<file path="config.mk">
export PLATFORM = sky130hd
export DESIGN_NAME = pc_unit
export DESIGN_NICKNAME = d
export VERILOG_FILES = /design/src/rtl/pc_unit.sv
export SDC_FILE = /design/constraint.sdc
export NUM_CORES = 1
export LEC_CHECK = 0
export ABC_AREA = 1
export BUFFER_PORTS_ARGS = -buffer_cell sky130_fd_sc_hd__buf_4
export CAP_MARGIN = 20
export CELL_PAD_IN_SITES_DETAIL_PLACEMENT = 0
export CELL_PAD_IN_SITES_GLOBAL_PLACEMENT = 2
export CORE_ASPECT_RATIO = 1.5
export CORE_UTILIZATION = 25
export DETAILED_ROUTE_END_ITERATION = 8
export PLACE_DENSITY = 0.62
export SETUP_SLACK_MARGIN = 0.3
export SYNTH_ARGS = -nofsm -noshare
export SYNTH_HDL_FRONTEND = slang
export SYNTH_SLANG_ARGS = --single-unit
</file>
<file path="constraint.sdc">
create_clock -name clk -period 7.6 [get_ports clk]
set_input_delay 1.9 -clock clk [delete_from_list [all_inputs] [get_ports clk]]
set_output_delay 1.9 -clock clk [all_outputs]
set_load 0.005 [all_outputs]
</file>
<file path="src/rtl/pc_unit.sv">
// Program-counter unit for the MZNM fetch stage.
// Adds stall, a circular return-address stack and single-level interrupts.
module pc_unit #(
  parameter int unsigned     PC_W      = 32,
  parameter logic [PC_W-1:0] RESET_VEC = 'h20,
  parameter int unsigned     INC       = 2,
  parameter logic [PC_W-1:0] INT_VEC   = 'h10,
  parameter int unsigned     RAS_DEPTH = 4
) (
  input  logic                       clk,
  input  logic                       reset,
  input  logic                       stall,
  input  logic                       pc_src,
  input  logic                       call,
  input  logic                       ret,
  input  logic                       rti,
  input  logic [PC_W-1:0]            target,
  input  logic                       intr_req,
  output logic [PC_W-1:0]            pc,
  output logic [PC_W-1:0]            epc,
  output logic                       int_en,
  output logic                       intr_ack,
  output logic [$clog2(RAS_DEPTH):0] ras_count,
  output logic                       ras_err
);

  localparam int unsigned AW = $clog2(RAS_DEPTH);
  localparam int unsigned CW = AW + 1;
  localparam logic [CW-1:0] FULL = CW'(RAS_DEPTH);
  localparam logic [CW-1:0] EMPTY = '0;
  localparam logic [PC_W-1:0] INC_V = PC_W'(INC);

  logic [PC_W-1:0] pc_q;
  logic [PC_W-1:0] pc_d;
  logic [PC_W-1:0] epc_q;
  logic [PC_W-1:0] epc_d;
  logic            int_en_q;
  logic            int_en_d;
  logic            ack_q;
  logic            ack_d;
  logic            err_q;
  logic            err_d;
  logic [AW-1:0]   sp_q;
  logic [AW-1:0]   sp_d;
  logic [AW-1:0]   top_idx;
  logic [CW-1:0]   cnt_q;
  logic [CW-1:0]   cnt_d;
  logic            push;
  logic [PC_W-1:0] seq_pc;
  logic            take_int;
  logic [PC_W-1:0] ras_q [RAS_DEPTH];

  assign seq_pc   = pc_q + INC_V;
  assign top_idx  = sp_q - AW'(1);
  assign take_int = intr_req & int_en_q & ~pc_src & ~ret & ~rti;

  // sp_q is the next free slot; pushes past full wrap onto the oldest entry
  always_comb begin
    pc_d     = pc_q;
    epc_d    = epc_q;
    int_en_d = int_en_q;
    ack_d    = 1'b0;
    err_d    = 1'b0;
    sp_d     = sp_q;
    cnt_d    = cnt_q;
    push     = 1'b0;
    if (!stall) begin
      priority case (1'b1)
        take_int: begin
          epc_d    = seq_pc;
          pc_d     = INT_VEC;
          int_en_d = 1'b0;
          ack_d    = 1'b1;
        end
        rti: begin
          pc_d     = epc_q;
          int_en_d = 1'b1;
        end
        pc_src: begin
          pc_d = target;
          if (call) begin
            push = 1'b1;
            sp_d = sp_q + AW'(1);
            if (cnt_q == FULL) begin
              err_d = 1'b1;
            end else begin
              cnt_d = cnt_q + CW'(1);
            end
          end
        end
        ret: begin
          if (cnt_q == EMPTY) begin
            pc_d  = seq_pc;
            err_d = 1'b1;
          end else begin
            pc_d  = ras_q[top_idx];
            sp_d  = top_idx;
            cnt_d = cnt_q - CW'(1);
          end
        end
        default: pc_d = seq_pc;
      endcase
    end
  end

  always_ff @(posedge clk) begin
    if (reset) begin
      pc_q     <= RESET_VEC;
      epc_q    <= '0;
      int_en_q <= 1'b1;
      ack_q    <= 1'b0;
      err_q    <= 1'b0;
      sp_q     <= '0;
      cnt_q    <= '0;
    end else begin
      pc_q     <= pc_d;
      epc_q    <= epc_d;
      int_en_q <= int_en_d;
      ack_q    <= ack_d;
      err_q    <= err_d;
      sp_q     <= sp_d;
      cnt_q    <= cnt_d;
    end
  end

  always_ff @(posedge clk) begin
    if (!reset && push) begin
      ras_q[sp_q] <= seq_pc;
    end
  end

  assign pc        = pc_q;
  assign epc       = epc_q;
  assign int_en    = int_en_q;
  assign intr_ack  = ack_q;
  assign ras_count = cnt_q;
  assign ras_err   = err_q;

endmodule
</file>
==> impl_metrics.csv, run 1 <==
group,metric,value,unit
pwr,combPwrFrac,0.089,
synthesis,yosys_warnings,0,
synthesis,syn_inst,1058,
routing,viasPerCell,4.48,
global_routing,antenna_found_initial,0,
pwr,powerDensity,205,mW/mm2
critical_path,worst-path-buf-inv,2,
critical_path,slowest_delay,840,ps
pwr,pwr-share-seq,0.515,
critical_path,reg2reg_to,"ras_q[3][19]$_DFFE_PP_",
pwr,p_clk_frac,0.395,
synthesis,async_reset_ff_frac,0,
cts,cts_root_buf,"clkbuf_16",
cts,postCtsSetupBuffers,0,
flow_run,drv_cap,0,
routing,final_antenna_net_count,0,
synthesis,synth.most_common_cell,"nand2_1",
critical_path,required,7740,ps
routing,vias,7382,
die,start_util,0.254,
pwr,irDropWorstVdd,129,uV
cts,insertion_delay,460,ps
timing,finalSetupViolCount,0,
pwr,p_int,0.00172,W
routing,drt_iter0_drc,451,
layout,stdcell_count,1649,
synthesis,synth_area_leaders,"edfxtp_1 (41%), dfxtp_1 (15%), nand2_1 (12%), nand3_1 (5.2%), nor2_1 (4.4%)",
critical_path,endpoint_kind,"flop",
timing,finalWorstSetupSlack,3310,ps
layout,drive_gt1_frac,0.174,
global_routing,overflow,0,
timing,finalCritPeriodShare,0.564,
layout,syn_to_final_growth,20.6,%
critical_path,cp_slowest_cell,"nor2_2",
pwr,p_sw,0.000598,W
cts,clock-sinks,200,
timing,timing.final.hold_violations,0,
die,ios,110,
die,dieArea,0.0382,mm2
global_routing,grt_pass1_wl,47.5,mm
synthesis,yosys.area.top_type_share,0.411,
synthesis,synth_top_area_cell,"edfxtp_1",
critical_path,timing.rr.start,"sp_q[0]$_SDFFE_PP0P_",
pwr,swShare,0.258,
timing,skew,12.3,ps
min_path,holdPathStages,2,
global_routing,grt_pass1_vias,7599,
placed_design,pre_cts_slack,2680,ps
global_routing,track_usage,0.171,
critical_path,critical_path.top_delay_family,"simple AND/OR/NAND/NOR gates",
critical_path,crit_chain,"buf_4 > nor2_1 > nand3_2 > nand2_2 > nor2_4 > nand3_1 > nor2_2 > buf_4",
cts,htreeDepth,4,
timing,setup_tns,0,ps
critical_path,rrSetupSlack,4710,ps
placed_design,io_buffers,109,
die,coreArea,0.0368,mm2
synthesis,ys.flop_type,"edfxtp_1",
critical_path,path_common_cell,"buf_4",
timing,rsz0062_at_grt,"false",
synthesis,ys_types,37,
global_routing,grt_max_degree,68,
min_path,hp-class,"flop to flop",
synthesis,synth_commonest_cells,"nand2_1 (299), edfxtp_1 (128), nor2_1 (110)",
critical_path,worst_setup_path_start_kind,"primary input",
cts,clkTransAtPathRegs,70,ps
min_path,holdPathEnd,"pc[1]$_SDFFE_PP0N_",
cts,cts_hold_buf,0,
cts,clock_path_buffers,2,
synthesis,seq_area_frac_synth,0.564,
layout,antennaDiodeCount,0,
timing,whs,511,ps
min_path,worstHoldStart,"epc[1]$_SDFFE_PP0P_",
layout,finalNetCount,1198,
critical_path,crit_type,"primary input to flop",
pwr,power_leakage,4.70,nW
layout,nFillCells,3949,
synthesis,synth_fp_nets,1104,
placed_design,gp_congestion,0.775,
synthesis,syn_area,0.00936,mm2
timing,tightest_slew,994,ps
die,die_w,160,um
placed_design,dp_hpwl,21.7,mm
placed_design,dp_cells,1617,
routing,drt_drc_violations_left,0,
synthesis,synth_seq_cells,200,
critical_path,r2r_cells,5,
synthesis,synth_area_per_cell,8.85,um2
timing,max-slew-margin-rel,0.337,
cts,numCtsBuffers,17,
layout,fin_util,0.307,
timing,min_period,4290,ps
cts,cts_tree,"yes",
die,rows,86,
run_status,status,"complete, no violations",
timing,max_freq,233,MHz
routing,drt-wirelength-per-cell,19.2,um
routing,wl,31.7,mm
synthesis,synth_edf_count,128,
die,dieHeight,239,um
critical_path,crit_fanout,17,
timing,drv_slew,0,
cts,cts_resized,0,
routing,firstDrtPassIters,6,
critical_path,arrival,4430,ps
[worst max path at each step]
stage,end,from,depth (start not counted)
5_1_grt,ras_q[1][3]$_DFFE_PP_,pc_src,8
3_5_place_dp,ras_q[1][15]$_DFFE_PP_,pc_src,8
6_report,ras_q[1][3]$_DFFE_PP_,pc_src,8
2_1_floorplan,ras_q[0][0]$_DFFE_PP_,rti,6
4_1_cts,ras_q[1][3]$_DFFE_PP_,pc_src,8
3_3_place_gp,ras_q[1][18]$_DFFE_PP_,pc_src,8
[registers in the layout, summed over array words and instances, names as in the netlist]
| name | count |
|---|---|
| ras_q | 128 |
| epc | 32 |
| pc | 32 |
| ras_count | 3 |
| sp_q | 2 |
| int_en | 1 |
| intr_ack | 1 |
| ras_err | 1 |
[tightest hold or removal path: stages, from the launching register on]
cell     delay (ps)
dfxtp_1         330
nand2_1          70
nand3_1          60
[layout by cell type (no fill, tap or decap), types with 21 or more instances in the layout]
cell and n:
nand3_1 98, a22oi_1 25, inv_1 84, nor2_1 105, dfxtp_1 71, edfxtp_1 128, buf_4 121, o21ai_0 66
nand2_1 299, a21oi_1 21
[area by class of cell]
cell class | instances | area [um2] | area share
clock buffer | 19 | 454 | 0.0402
clock inverter | 13 | 131 | 0.0116
inverter | 94 | 353 | 0.0313
multi-input combinational | 717 | 3530 | 0.313
sequential | 200 | 5290 | 0.468
tap | 484 | 606 | 0.0536
timing repair buffer | 122 | 928 | 0.0822
[cells by family (layout without fill, tap and decap cells)]
family | Yosys count | count (layout) | share of synthesized area
AOI/OAI and AO/OA | 154 | 154 | 0.0989
xor gates and xnor gates | 18 | 18 | 0.0225
adders and majority gates | 6 | 6 | 0.00882
buffers and inverters | 141 | 248 | 0.0603
DFF | 200 | 200 | 0.564
and+or+nand+nor | 539 | 539 | 0.245
[power by group through the flow]
stage / Clock [W] / Combinational [W] / Sequential [W]
3_3_place_gp: 0 / 0.000212 / 0.00122
4_1_cts: 0.000947 / 0.000213 / 0.00120
5_1_grt: 0.000984 / 0.000233 / 0.00120
6_report: 0.000917 / 0.000207 / 0.00120
2_1_floorplan: 0 / 0.000120 / 0.00121
3_5_place_dp: 0 / 0.000212 / 0.00122
[routing by layer]
| layer | vias up | global-route usage | part of all wire |
|---|---|---|---|
| met5 | - | 0 | 0 |
| met4 | 0 | 0.0895 | 0.040 |
| met3 | 45 | 0.0255 | 0.030 |
| met2 | 140 | 0.313 | 0.52 |
| met1 | 3501 | 0.192 | 0.41 |
| li1 | 3696 | - | - |
[metrics by stage]
stage	total power [W]	cell area [um2]
global placement	0.00143	10700
global route	0.00242	11300
finish	0.00232	11300
CTS	0.00236	11300
detailed placement	0.00143	10700
floorplan	0.00133	9360
Note: power is estimated with default switching activity, not from simulation.
==> inputs of run 2 (changes only) <==
--- a/config.mk
+++ b/config.mk
@@ -5,7 +5,7 @@
 export SDC_FILE = /design/constraint.sdc
 export NUM_CORES = 1
 export LEC_CHECK = 0
-export ABC_AREA = 1
+export ABC_AREA = 0
 export BUFFER_PORTS_ARGS = -buffer_cell sky130_fd_sc_hd__buf_4
 export CAP_MARGIN = 20
 export CELL_PAD_IN_SITES_DETAIL_PLACEMENT = 0
@@ -13,7 +13,7 @@
 export CORE_ASPECT_RATIO = 1.5
 export CORE_UTILIZATION = 25
 export DETAILED_ROUTE_END_ITERATION = 8
-export PLACE_DENSITY = 0.62
+export PLACE_DENSITY = 0.6
 export SETUP_SLACK_MARGIN = 0.3
 export SYNTH_ARGS = -nofsm -noshare
 export SYNTH_HDL_FRONTEND = slang
==> constraint.sdc (replaced) <==
create_clock -name clk -period 3.9 [get_ports clk]
set_input_delay 0.975 -clock clk [delete_from_list [all_inputs] [get_ports clk]]
set_output_delay 0.975 -clock clk [all_outputs]
set_load 0.005 [all_outputs]
==> impl_metrics.csv, run 2 <==
group,metric,value,unit
run_status,status,"complete, no violations",
synthesis,yosys_warnings,0,
pwr,power_leakage,3.84,nW
cts,cts_root_buf,"clkbuf_16",
die,ios,110,
placed_design,gp_congestion,0.746,
timing,timing.final.hold_violations,0,
synthesis,synth_commonest_cells,"edfxtp_1 (128), dfxtp_1 (72), nor2_1 (59)",
timing,finalCritPeriodShare,0.750,
layout,drive_gt1_frac,0.255,
routing,viasPerCell,4.92,
global_routing,busiest_layer,"met2",
global_routing,use_met2,0.328,
layout,syn_to_final_growth,24.1,%
synthesis,syn_area,0.00883,mm2
cts,cts_hold_buf,0,
critical_path,endpoint_kind,"flop",
synthesis,synth_area_per_cell,12.4,um2
routing,vias,6397,
critical_path,slowest_delay,910,ps
synthesis,synth_fp_nets,757,
layout,finalNetCount,865,
pwr,p_total,0.00455,W
synthesis,seq_area_frac_synth,0.599,
min_path,worstHoldStart,"epc[0]$_SDFFE_PP0P_",
cts,insertion_delay,460,ps
layout,antennaDiodeCount,0,
routing,drt_iter0_drc,502,
global_routing,track_usage,0.178,
global_routing,overflow,0,
critical_path,arrival,3110,ps
routing,wl,31.3,mm
timing,min_period,2920,ps
die,dieArea,0.0361,mm2
cts,clkTransAtPathRegs,80,ps
global_routing,grt_use_met3,0.0338,
synthesis,ys.flop_type,"edfxtp_1",
critical_path,crit_type,"flop to flop",
layout,largest_register_ffs,128,
layout,final_common_cell,"buf_4",
critical_path,crit_start,"pc[5]$_SDFFE_PP1N_",
synthesis,yosys.area.top_type_share,0.435,
timing,setup_tns,0,ps
critical_path,cp_slowest_cell,"or4_1",
timing,max_freq,342,MHz
global_routing,grt_pass1_vias,6466,
global_routing,antenna_found_initial,0,
routing,drt-wirelength-per-cell,24.1,um
routing,drt_drc_violations_left,0,
synthesis,syn_inst,711,
timing,max-slew-margin-rel,0.297,
timing,tightest_slew,1040,ps
cts,cts_resized,0,
timing,finalSetupViolCount,0,
pwr,powerDensity,415,mW/mm2
cts,cts_tree,"yes",
global_routing,use_met1,0.204,
synthesis,synth.most_common_cell,"edfxtp_1",
synthesis,async_reset_ff_frac,0,
die,start_util,0.256,
critical_path,crit_fanout,19,
synthesis,synth_top_area_cell,"edfxtp_1",
synthesis,synth_seq_cells,200,
critical_path,worst_setup_path_start_kind,"flop",
placed_design,dp_hpwl,21.3,mm
flow_run,drv_cap,0,
timing,rsz0062_at_grt,"false",
synthesis,synth_edf_count,128,
die,die_w,155,um
placed_design,io_buffers,109,
synthesis,synth_area_leaders,"edfxtp_1 (44%), dfxtp_1 (16%), mux4_2 (8.2%), nor2_1 (2.5%), a21oi_1 (1.9%)",
critical_path,required,4090,ps
synthesis,ys_types,61,
pwr,irDropWorstVdd,226,uV
critical_path,timing.rr.start,"pc[5]$_SDFFE_PP1N_",
die,rows,83,
layout,final_cell_mix,"buf_4 (134), edfxtp_1 (128), dfxtp_1 (71)",
critical_path,crit_chain,"nand4_4 > or4_1 > nor4_2 > xnor2_1 > inv_1",
layout,fin_util,0.318,
die,coreArea,0.0345,mm2
global_routing,grt_max_degree,46,
die,dieHeight,232,um
routing,firstDrtPassIters,7,
cts,clock-sinks,200,
layout,largest_register,"ras_q",
min_path,hp-class,"flop to flop",
cts,htreeDepth,4,
cts,postCtsSetupBuffers,0,
cts,clock_path_buffers,2,
routing,final_antenna_net_count,0,
cts,numCtsBuffers,17,
timing,skew,14.7,ps
timing,drv_slew,0,
global_routing,grt_pass1_wl,45.0,mm
==> run 2: logic make-up after synthesis <==
group / count (synthesis) / share of synthesized area
AO/OA/AOI/OAI: 165 / 0.130
XOR/XNOR: 28 / 0.0278
adder cells (fa/ha/maj): 6 / 0.00936
buffers and inverters: 76 / 0.0339
flip-flops: 200 / 0.599
multiplexers: 35 / 0.0851
AND/OR/NAND/NOR: 201 / 0.116
==> run 2: through the flow <==
step / cells / hold WS, ps / cell area [um2] / setup slack [ps]
2_1_floorplan: 711 / 465 / 8830 / 505
3_3_place_gp: 1267 / 486 / 10300 / 840
3_5_place_dp: 1267 / 485 / 10300 / 852
4_1_cts: 1299 / 495 / 10900 / 950
5_1_grt: 1299 / 520 / 10900 / 840
6_report: 1299 / 489 / 10900 / 976
==> run 2: power by group <==
group | total [W] | switching, W | internal (W)
Sequential | 0.00232 | 0.0000477 | 0.00227
Clock | 0.00186 | 0.000829 | 0.00103
Combinational | 0.000361 | 0.000209 | 0.000152
==> run 2: cell type report <==
class,count,area (um2)
Inverter,26,97.6
Clock inverter,9,114
Multi-Input combinational cell,435,3260
Tap cell,467,584
Fill cell,3588,23500
Clock buffer,23,498
Timing Repair Buffer,139,1110
Sequential cell,200,5290
==> run 2: worst paths after layout <==
path                            depth (start not counted)                endpoint  slack, ps
worst max-delay path                                    5  ras_q[2][31]$_DFFE_PP_        980
worst min-delay path                                    2     epc[0]$_SDFFE_PP0P_        490
worst max register to register                          5  ras_q[2][31]$_DFFE_PP_        980
worst min register to register                          2     epc[0]$_SDFFE_PP0P_        490
==> run 2: routing by layer <==
metal / share of wire / wire length [um] / vias up
li1: - / - / 2974
met1: 0.41 / 12800 / 3249
met2: 0.54 / 16800 / 148
met3: 0.036 / 1130 / 26
met4: 0.018 / 563 / 0
met5: 0 / 0 / -
==> run 2: worst max-delay path, delay by kind of cell (launching register included) <==
family / cells / cell delay (ps)
DFF: 1 / 500
xor gates and xnor gates: 1 / 210
and+or+nand+nor: 3 / 1820
buffers and inverters: 1 / 110
